**src/rtl/roi_scan_pkg.sv**
```systemverilog
// Shared state encoding and elaboration helpers for the ROI scan controller.
package roi_scan_pkg;

  localparam int STATE_W = 3;

  typedef enum logic [STATE_W-1:0] {
    IDLE      = 3'd0,
    SHIFT_IN  = 3'd1,
    LOAD      = 3'd2,
    SETTLE    = 3'd3,
    CAPTURE   = 3'd4,
    SHIFT_OUT = 3'd5,
    DONE      = 3'd6
  } state_t;

  function automatic int max3(input int a, input int b, input int c);
    int m;
    m = (a > b) ? a : b;
    return (m > c) ? m : c;
  endfunction

endpackage

```
**src/rtl/roi_scan_shreg.sv**
```systemverilog
// Parallel-load, MSB-first shift register; o_next is the value one shift would produce.
module roi_scan_shreg #(
  parameter int W = 8
) (
  input  logic         clk,
  input  logic         rst_n,
  input  logic         i_load,
  input  logic         i_shift,
  input  logic [W-1:0] i_load_val,
  input  logic         i_shift_in,
  output logic [W-1:0] o_q,
  output logic [W-1:0] o_next
);

  logic [W-1:0] r_q;
  logic [W-1:0] w_next;

  assign w_next[0] = i_shift_in;
  for (genvar gi = 1; gi < W; gi++) begin : g_shift
    assign w_next[gi] = r_q[gi-1];
  end

  always_ff @(posedge clk) begin
    if (!rst_n) begin
      r_q <= '0;
    end else if (i_load) begin
      r_q <= i_load_val;
    end else if (i_shift) begin
      r_q <= w_next;
    end
  end

  assign o_q    = r_q;
  assign o_next = w_next;

endmodule

```
**src/rtl/roi_scan_ctrl.sv**
```systemverilog
// Scan controller: shifts a word into the ROI harness, strobes load/capture,
// then shifts the captured result back out, MSB first.
module roi_scan_ctrl
  import roi_scan_pkg::*;
#(
  parameter int DIN_N      = 8,
  parameter int DOUT_N     = 8,
  parameter int SETTLE_CYC = 4
) (
  input  logic                                 clk,
  input  logic                                 rst_n,
  input  logic                                 start,
  input  logic [((DIN_N > 0) ? DIN_N : 1)-1:0] din_word,
  output logic                                 busy,
  output logic                                 done,
  output logic [DOUT_N-1:0]                    dout_word,
  output logic                                 di,
  output logic                                 stb,
  input  logic                                 do_i
);

  localparam int DIN_W = (DIN_N > 0) ? DIN_N : 1;
  localparam int CNT_W = $clog2(max3(DIN_N, DOUT_N, SETTLE_CYC) + 1);

  localparam logic [CNT_W-1:0] LAST_IN     = CNT_W'((DIN_N > 0) ? DIN_N - 1 : 0);
  localparam logic [CNT_W-1:0] LAST_SETTLE = CNT_W'(SETTLE_CYC - 1);
  localparam logic [CNT_W-1:0] LAST_OUT    = CNT_W'(DOUT_N - 1);

  state_t             r_state;
  logic [CNT_W-1:0]   r_cnt;
  logic               r_busy;
  logic               r_done;
  logic               r_stb;
  logic [DOUT_N-1:0]  r_dout;

  logic               w_accept;
  logic               w_in_load;
  logic [DIN_W-1:0]   w_in_q;
  logic [DIN_W-1:0]   w_in_next;
  logic [DOUT_N-1:0]  w_out_q;
  logic [DOUT_N-1:0]  w_out_next;
  logic               w_unused;

  assign w_accept  = (r_state == IDLE) && start;
  assign w_in_load = w_accept && (DIN_N > 0);

  // Scan-in register shifts zeros in behind the data, so its MSB is di and
  // naturally returns to 0 once the last bit has gone out.
  roi_scan_shreg #(.W(DIN_W)) u_scan_in (
    .clk        (clk),
    .rst_n      (rst_n),
    .i_load     (w_in_load),
    .i_shift    (r_state == SHIFT_IN),
    .i_load_val (din_word),
    .i_shift_in (1'b0),
    .o_q        (w_in_q),
    .o_next     (w_in_next)
  );

  roi_scan_shreg #(.W(DOUT_N)) u_scan_out (
    .clk        (clk),
    .rst_n      (rst_n),
    .i_load     (w_accept),
    .i_shift    (r_state == SHIFT_OUT),
    .i_load_val ('0),
    .i_shift_in (do_i),
    .o_q        (w_out_q),
    .o_next     (w_out_next)
  );

  assign w_unused = &{1'b0, w_in_q, w_in_next, w_out_q};

  always_ff @(posedge clk) begin
    if (!rst_n) begin
      r_state <= IDLE;
      r_cnt   <= '0;
      r_busy  <= 1'b0;
      r_done  <= 1'b0;
      r_stb   <= 1'b0;
      r_dout  <= '0;
    end else begin
      r_done <= 1'b0;
      case (r_state)
        IDLE: begin
          if (start) begin
            r_busy <= 1'b1;
            r_cnt  <= '0;
            if (DIN_N > 0) begin
              r_state <= SHIFT_IN;
            end else begin
              r_state <= LOAD;
              r_stb   <= 1'b1;
            end
          end
        end
        SHIFT_IN: begin
          if (r_cnt == LAST_IN) begin
            r_cnt   <= '0;
            r_state <= LOAD;
            r_stb   <= 1'b1;
          end else begin
            r_cnt <= r_cnt + CNT_W'(1);
          end
        end
        LOAD: begin
          r_stb   <= 1'b0;
          r_cnt   <= '0;
          r_state <= SETTLE;
        end
        SETTLE: begin
          if (r_cnt == LAST_SETTLE) begin
            r_cnt   <= '0;
            r_state <= CAPTURE;
            r_stb   <= 1'b1;
          end else begin
            r_cnt <= r_cnt + CNT_W'(1);
          end
        end
        CAPTURE: begin
          r_stb   <= 1'b0;
          r_cnt   <= '0;
          r_state <= SHIFT_OUT;
        end
        SHIFT_OUT: begin
          // The final do_i sample is folded straight into the result here.
          if (r_cnt == LAST_OUT) begin
            r_cnt   <= '0;
            r_state <= DONE;
            r_done  <= 1'b1;
            r_dout  <= w_out_next;
          end else begin
            r_cnt <= r_cnt + CNT_W'(1);
          end
        end
        DONE: begin
          r_busy  <= 1'b0;
          r_state <= IDLE;
        end
        default: begin
          r_state <= IDLE;
          r_busy  <= 1'b0;
          r_stb   <= 1'b0;
          r_cnt   <= '0;
        end
      endcase
    end
  end

  assign busy      = r_busy;
  assign done      = r_done;
  assign stb       = r_stb;
  assign dout_word = r_dout;
  assign di        = w_in_q[DIN_W-1];

endmodule

```
**config.mk**
```make
export PLATFORM = sky130hd
export DESIGN_NAME = roi_scan_ctrl
export DESIGN_NICKNAME = d
export VERILOG_FILES = /design/src/rtl/roi_scan_pkg.sv /design/src/rtl/roi_scan_shreg.sv /design/src/rtl/roi_scan_ctrl.sv
export SDC_FILE = /design/constraint.sdc
export NUM_CORES = 1
export LEC_CHECK = 0
export ABC_AREA = 1
export BUFFER_PORTS_ARGS = -buffer_cell sky130_fd_sc_hd__buf_2
export CAP_MARGIN = 15
export CORE_MARGIN = 8
export CORE_UTILIZATION = 40
export DETAILED_ROUTE_END_ITERATION = 10
export MAX_ROUTING_LAYER = met4
export PLACE_DENSITY = 0.6
export SYNTH_ARGS = -nofsm -noshare
export SYNTH_HDL_FRONTEND = slang
export SYNTH_SLANG_ARGS = --single-unit
```
**constraint.sdc**
```tcl
create_clock -name clk -period 1.5 [get_ports clk]
set_clock_uncertainty 0.2 [all_clocks]
set_input_delay 0.15 -clock clk [delete_from_list [all_inputs] [get_ports clk]]
set_output_delay 0.15 -clock clk [all_outputs]
set_load 0.02 [all_outputs]
```
Yosys cells after proc, flatten, opt, wreduce, memory -nomap -nowiden --
Index checks and enable logic that the tools add are counted.
Operators by class: add/sub/neg operators 1, multiplexer cells 17, reduce and logical (&&, ||, !) cells 13, equal/unequal tests 12, bitwise operators 4
Operator list (count):
- one-hot mux 3 bit (6 select lines) | 1
- two-way mux 8 bit | 2
- one-hot mux 4 bit (4 select lines) | 1
- two-way mux 3 bit | 4
- two-way mux 4 bit | 3
- == test 3 bit (second input constant) | 3
- != test 2 bit (second input constant) | 4
- AND reduction 2 bit | 4
- == test 3 x 2 -> 1 bit (second input constant) | 2
- OR reduction 5 bit | 1
- adder 4 x 1 -> 4 bit (second input constant) | 1
- == test 4 x 2 -> 1 bit (second input constant) | 1
- == test 4 x 3 -> 1 bit (second input constant) | 1
- two-way mux 1 bit | 4
- NOT 1 bit | 4
- AND reduction 4 bit | 1
- OR reduction 2 bit | 2
- == test 3 x 1 -> 1 bit (second input constant) | 1
- zero test 3 bit | 1
- one-hot mux 1 bit (3 select lines) | 1
- AND reduction 3 bit | 1
- OR reduction 3 bit | 1
- one-hot mux 1 bit (2 select lines) | 1
- nonzero test 2 bit | 1
- logical AND 1 bit | 1
Storage, ports and cells: flip-flop bits (word level) 33, bits of input ports 12, word-level logic and storage cells 55

Logic depth before layout (Yosys ltp) --
depth in word-level cells 4, depth in mapped cells 8, gate-level depth less buffers 8

By module --
From an unflattened synthesis, not the netlist that was laid out.
Unflattened totals: cells, all modules 261, area total of the unflattened synthesis 1833.0 µm²
Modules (own cells, without submodules):
- roi_scan_shreg | cells each 71, instances 2, area an instance 471.7 µm², sequential area each 160.2 µm²
- roi_scan_ctrl | cells each 119, instances 1, area an instance 889.6 µm², sequential area each 360.3 µm²

Least setup slack after synthesis --
No wires, ideal clock.
path kind flip-flop to flip-flop, from register r_cnt[0], to register r_cnt[0], stages on the path, launching flop included 6, library setup time 0.116 ns, period minus slack after synthesis 1.389 ns, path slack 0.111 ns, buffers on the path 0, data arrival time 1.072 ns, cell sequence dfxtp_1 > ha_1 > nand3_1 > nand2_1 > nand2_1 > o211a_1
On the way: cells in the longest elaborated chain, start to end 3
Ends and longest elaborated chain:
- start, declared | RTL line roi_scan_ctrl.sv:30 | logic [CNT_W-1:0] r_cnt;
- start signal, assigned | RTL line roi_scan_ctrl.sv:102 | r_cnt <= r_cnt + CNT_W'(1);
- start signal, assigned | RTL line roi_scan_ctrl.sv:116 | r_cnt <= r_cnt + CNT_W'(1);
- start signal, assigned | RTL line roi_scan_ctrl.sv:132 | r_cnt <= r_cnt + CNT_W'(1);
- adder 4 x 1 -> 4 bit, or another cell as far along | RTL line roi_scan_ctrl.sv:102, roi_scan_ctrl.sv:116, roi_scan_ctrl.sv:132
- two-way mux 4 bit (on tied branches) | RTL line roi_scan_ctrl.sv:97, roi_scan_ctrl.sv:126, roi_scan_ctrl.sv:111
- one-hot mux 4 bit (4 select lines) (*) | RTL line roi_scan_ctrl.sv:83 | case (r_state)
Mark *: on every way between the ends. The rest lies on a longest branch, timed or not. A chain may end at the register's enable or synchronous reset.

Final worst setup path --
from register r_state[0], to register u_scan_in.r_q[5], in the netlist u_scan_in.o_q[5]
On the way: cells in the longest elaborated chain, start to end 3
Ends and longest elaborated chain:
- start, declared | RTL line roi_scan_ctrl.sv:29 | state_t r_state;
- start signal, assigned | RTL line roi_scan_ctrl.sv:75 | r_state <= IDLE;
- start signal, assigned | RTL line roi_scan_ctrl.sv:89 | r_state <= SHIFT_IN;
- start signal, assigned | RTL line roi_scan_ctrl.sv:91 | r_state <= LOAD;
- zero test 3 bit | RTL line roi_scan_ctrl.sv:44 | assign w_accept = (r_state == IDLE) && start;
- logical AND 1 bit | RTL line roi_scan_ctrl.sv:44
- two-way mux 8 bit or nonzero test 2 bit (tied branches)
- end signal, assigned | RTL line roi_scan_shreg.sv:27 | r_q <= i_load_val;
- end signal, assigned | RTL line roi_scan_shreg.sv:29 | r_q <= w_next;
- end, declared | RTL line roi_scan_shreg.sv:15 | logic [W-1:0] r_q;
Several ways; a longest one is shown, not always the timed one.

==> flow_summary.toml <==
[cells_and_area]
fill_cells = 317
final_cell_mix = "nand2_1, dfxtp_1, a21oi_1, buf_2, nor2_1"
finalNonFillerCells = 288
layout-drive-gt1-share = 0.277
postLayoutCoreUtil = 0.552
layout_commonest_cell = "nand2_1"
n_antenna_cell = 0
area_growth_pct = 30.3
layout.nets = 254

[pwr]
vdd_ir_drop_max_v = 0.000557
swShare = 0.324
p_int_uw = 1310
power_density_nw_per_um2 = 1030
p_leak_uw = 0.000867
p_switching_uw = 627
pwr-share-comb = 0.245
p_total_uw = 1940
clockPowerShare = 0.245
power.share.sequential = 0.511

[sta]
post-route-period-util = 0.947
max_freq_ghz = 0.704
hold_ws_ns = 0.271
worst_pin_slew_ns = 0.499
finalHoldViolCount = 0
maxSlewViolCount = 0
slew_headroom = 0.667
setup_viol = 0
worst_slack_ns = 0.0791
fin_crit_ns = 1.42

[setup_path]
crit_path_max_fanout = 8
ff2ff_path_depth = 6
worstPathArrival_ns = 1.45
r2r_setup_slack_ns = 0.08
r2r-start = "r_state[0]"
required_ns = 1.53
cp-start-kind = "flop"
critPathKind = "reg2reg"
r2r-end = "u_scan_in.o_q[5]"
crit_path_end_kind = "flop"

[grt]
grt_pass1_wl_um = 5510
antenna_found_initial = 0
grt_usage = 0.118
grt_max_degree = 15
grt_pass1_vias = 1361
grt_overflow_total = 0

[outcome]
status = "completed"

[clock_tree]
cts-root-buf = "clkbuf_4"
numCtsBuffers = 5
clk_latency_ns = 0.33
tritoncts = "done"
clk_pin_slew_ns = 0.10
cts_buffer_depth = 2
clock_sinks = 33
htree_num_levels = 2

[routing]
post_drt_wl_per_cell_um = 11.9
drtIter0Drc = 81
first_pass_iters = 4
drc = 0
drtAntennaViolNets = 0
vias_per_cell = 4.87
via_count = 1402
drt-total-wl_um = 3420

[min_path]
holdPathEnd = "u_scan_in.o_q[0]"
hold_class = "reg2reg"
hp-start = "u_scan_in.o_q[0]"
holdPathStages = 2

[synth]
syn_nets = 206
synth.distinct_cells = 24
netlist_area_um2 = 1440
synthCells = 193
yosysWarnings = 0
synth-seq-cells = 33
ys_seq_area_frac = 0.460
synth.avg_cell_area_um2 = 7.44

[flow_run]
cap_violations = 0

[floorplanning]
initial_core_util = 0.423
core-area_um2 = 3390
die_w_um = 75.9
io_pins = 24
num_rows = 21
die_height_um = 75.9
dieArea_um2 = 5760

[place]
place_worst_setup_slack_ns = -0.0357
dpl.hpwl_um = 2410
gp_congestion = 0.915
dp_cells = 266
place.port_buffers = 23
## per-layer routing
layer | up-vias | track usage | wire (um)
met5 | - | - | 0
met4 | 0 | 0.0784 | 80
met3 | 8 | 0.0283 | 76
met2 | 20 | 0.215 | 1860
met1 | 649 | 0.107 | 1410
li1 | 725 | - | -
## logic make-up after synthesis
logic type	synth area share
flip-flops	0.460
AND/OR/NAND/NOR	0.350
AO/OA/AOI/OAI	0.116
buffers and inverters	0.0523
adder cells (fa/ha/maj)	0.00872
XOR/XNOR	0.0122
## through the flow
stage                     TNS, ns  instance area [um2]
after floorplan                 0                 1440
after global placement          0                 1640
after detailed placement  -0.0450                 1640
after CTS                       0                 1800
after global routing       -0.276                 1870
final                           0                 1870
## synth_stat cells, drive strengths merged
library cell | instances | area (um2)
a21oi | 24 | 124
a31oi | 2 | 12.5
buf | 2 | 18.8
clkbuf | 1 | 3.75
clkinv | 1 | 5.00
dfxtp | 33 | 661
ha | 1 | 12.5
inv | 12 | 47.6
nand2 | 71 | 277
nand3 | 16 | 97.6
nand4 | 2 | 12.5
nor2 | 21 | 116
o211a | 1 | 10.0
o21ai | 4 | 20.0
xor2 | 2 | 17.5
## layout make-up
cell class,instances,area [um2],share of cell area
inverters,13,55.1,0.0294
clock inverters,2,10.0,0.00535
multi-input cells,144,737,0.394
repair buffers,44,300,0.161
flip-flops and latches,33,669,0.358
clock buffers,6,41.3,0.0221
well taps,46,57.6,0.0308
## how the worst max path moves through the flow
stage               start                 to  slack [ns]
2_1_floorplan    r_cnt[0]           r_cnt[0]        0.11
3_3_place_gp   r_state[0]   u_scan_in.o_q[5]       0.004
3_5_place_dp   r_state[0]   u_scan_in.o_q[5]       -0.04
4_1_cts          r_cnt[1]         r_state[0]        0.02
5_1_grt        r_state[0]  u_scan_out.o_q[4]       -0.05
6_report       r_state[0]   u_scan_in.o_q[5]        0.08
## timing repair
| action | 4_1_cts | 5_1_grt |
|---|---|---|
| buffers inserted | 0 | 3 |
| cloned | 0 | 0 |
| hold buffers | 11 | 0 |
| gates resized for setup | 2 | 14 |
| hold endpoints to repair | 15 | 0 |
| endpoints found under the setup margin | 6 | 29 |
| pin swaps | 0 | 2 |
## power by group through the flow
| stage | logic (uW) | registers, uW | clock network [uW] |
|---|---|---|---|
| 6_report | 473 | 989 | 474 |
| 5_1_grt | 527 | 997 | 530 |
| 4_1_cts | 442 | 978 | 492 |
| 3_5_place_dp | 417 | 997 | 0 |
| 3_3_place_gp | 410 | 995 | 0 |
| 2_1_floorplan | 309 | 1000 | 0 |
## registers in the layout, summed over array words and instances, names as in the netlist
register,cells
stb,1
dout_word,8
done,1
u_scan_in.o_q,8
r_state,3
r_cnt,4
busy,1
u_scan_out.o_q,7
## worst max-delay path, stage by stage, from the launching register on
cell and delay [ns]:
dfxtp_4 0.39, inv_1 0.11, nand2_1 0.08, nor2_1 0.15, nand2_1 0.16, o21ai_0 0.18, nor2_1 0.06
Power figures use the tool's default switching activity.
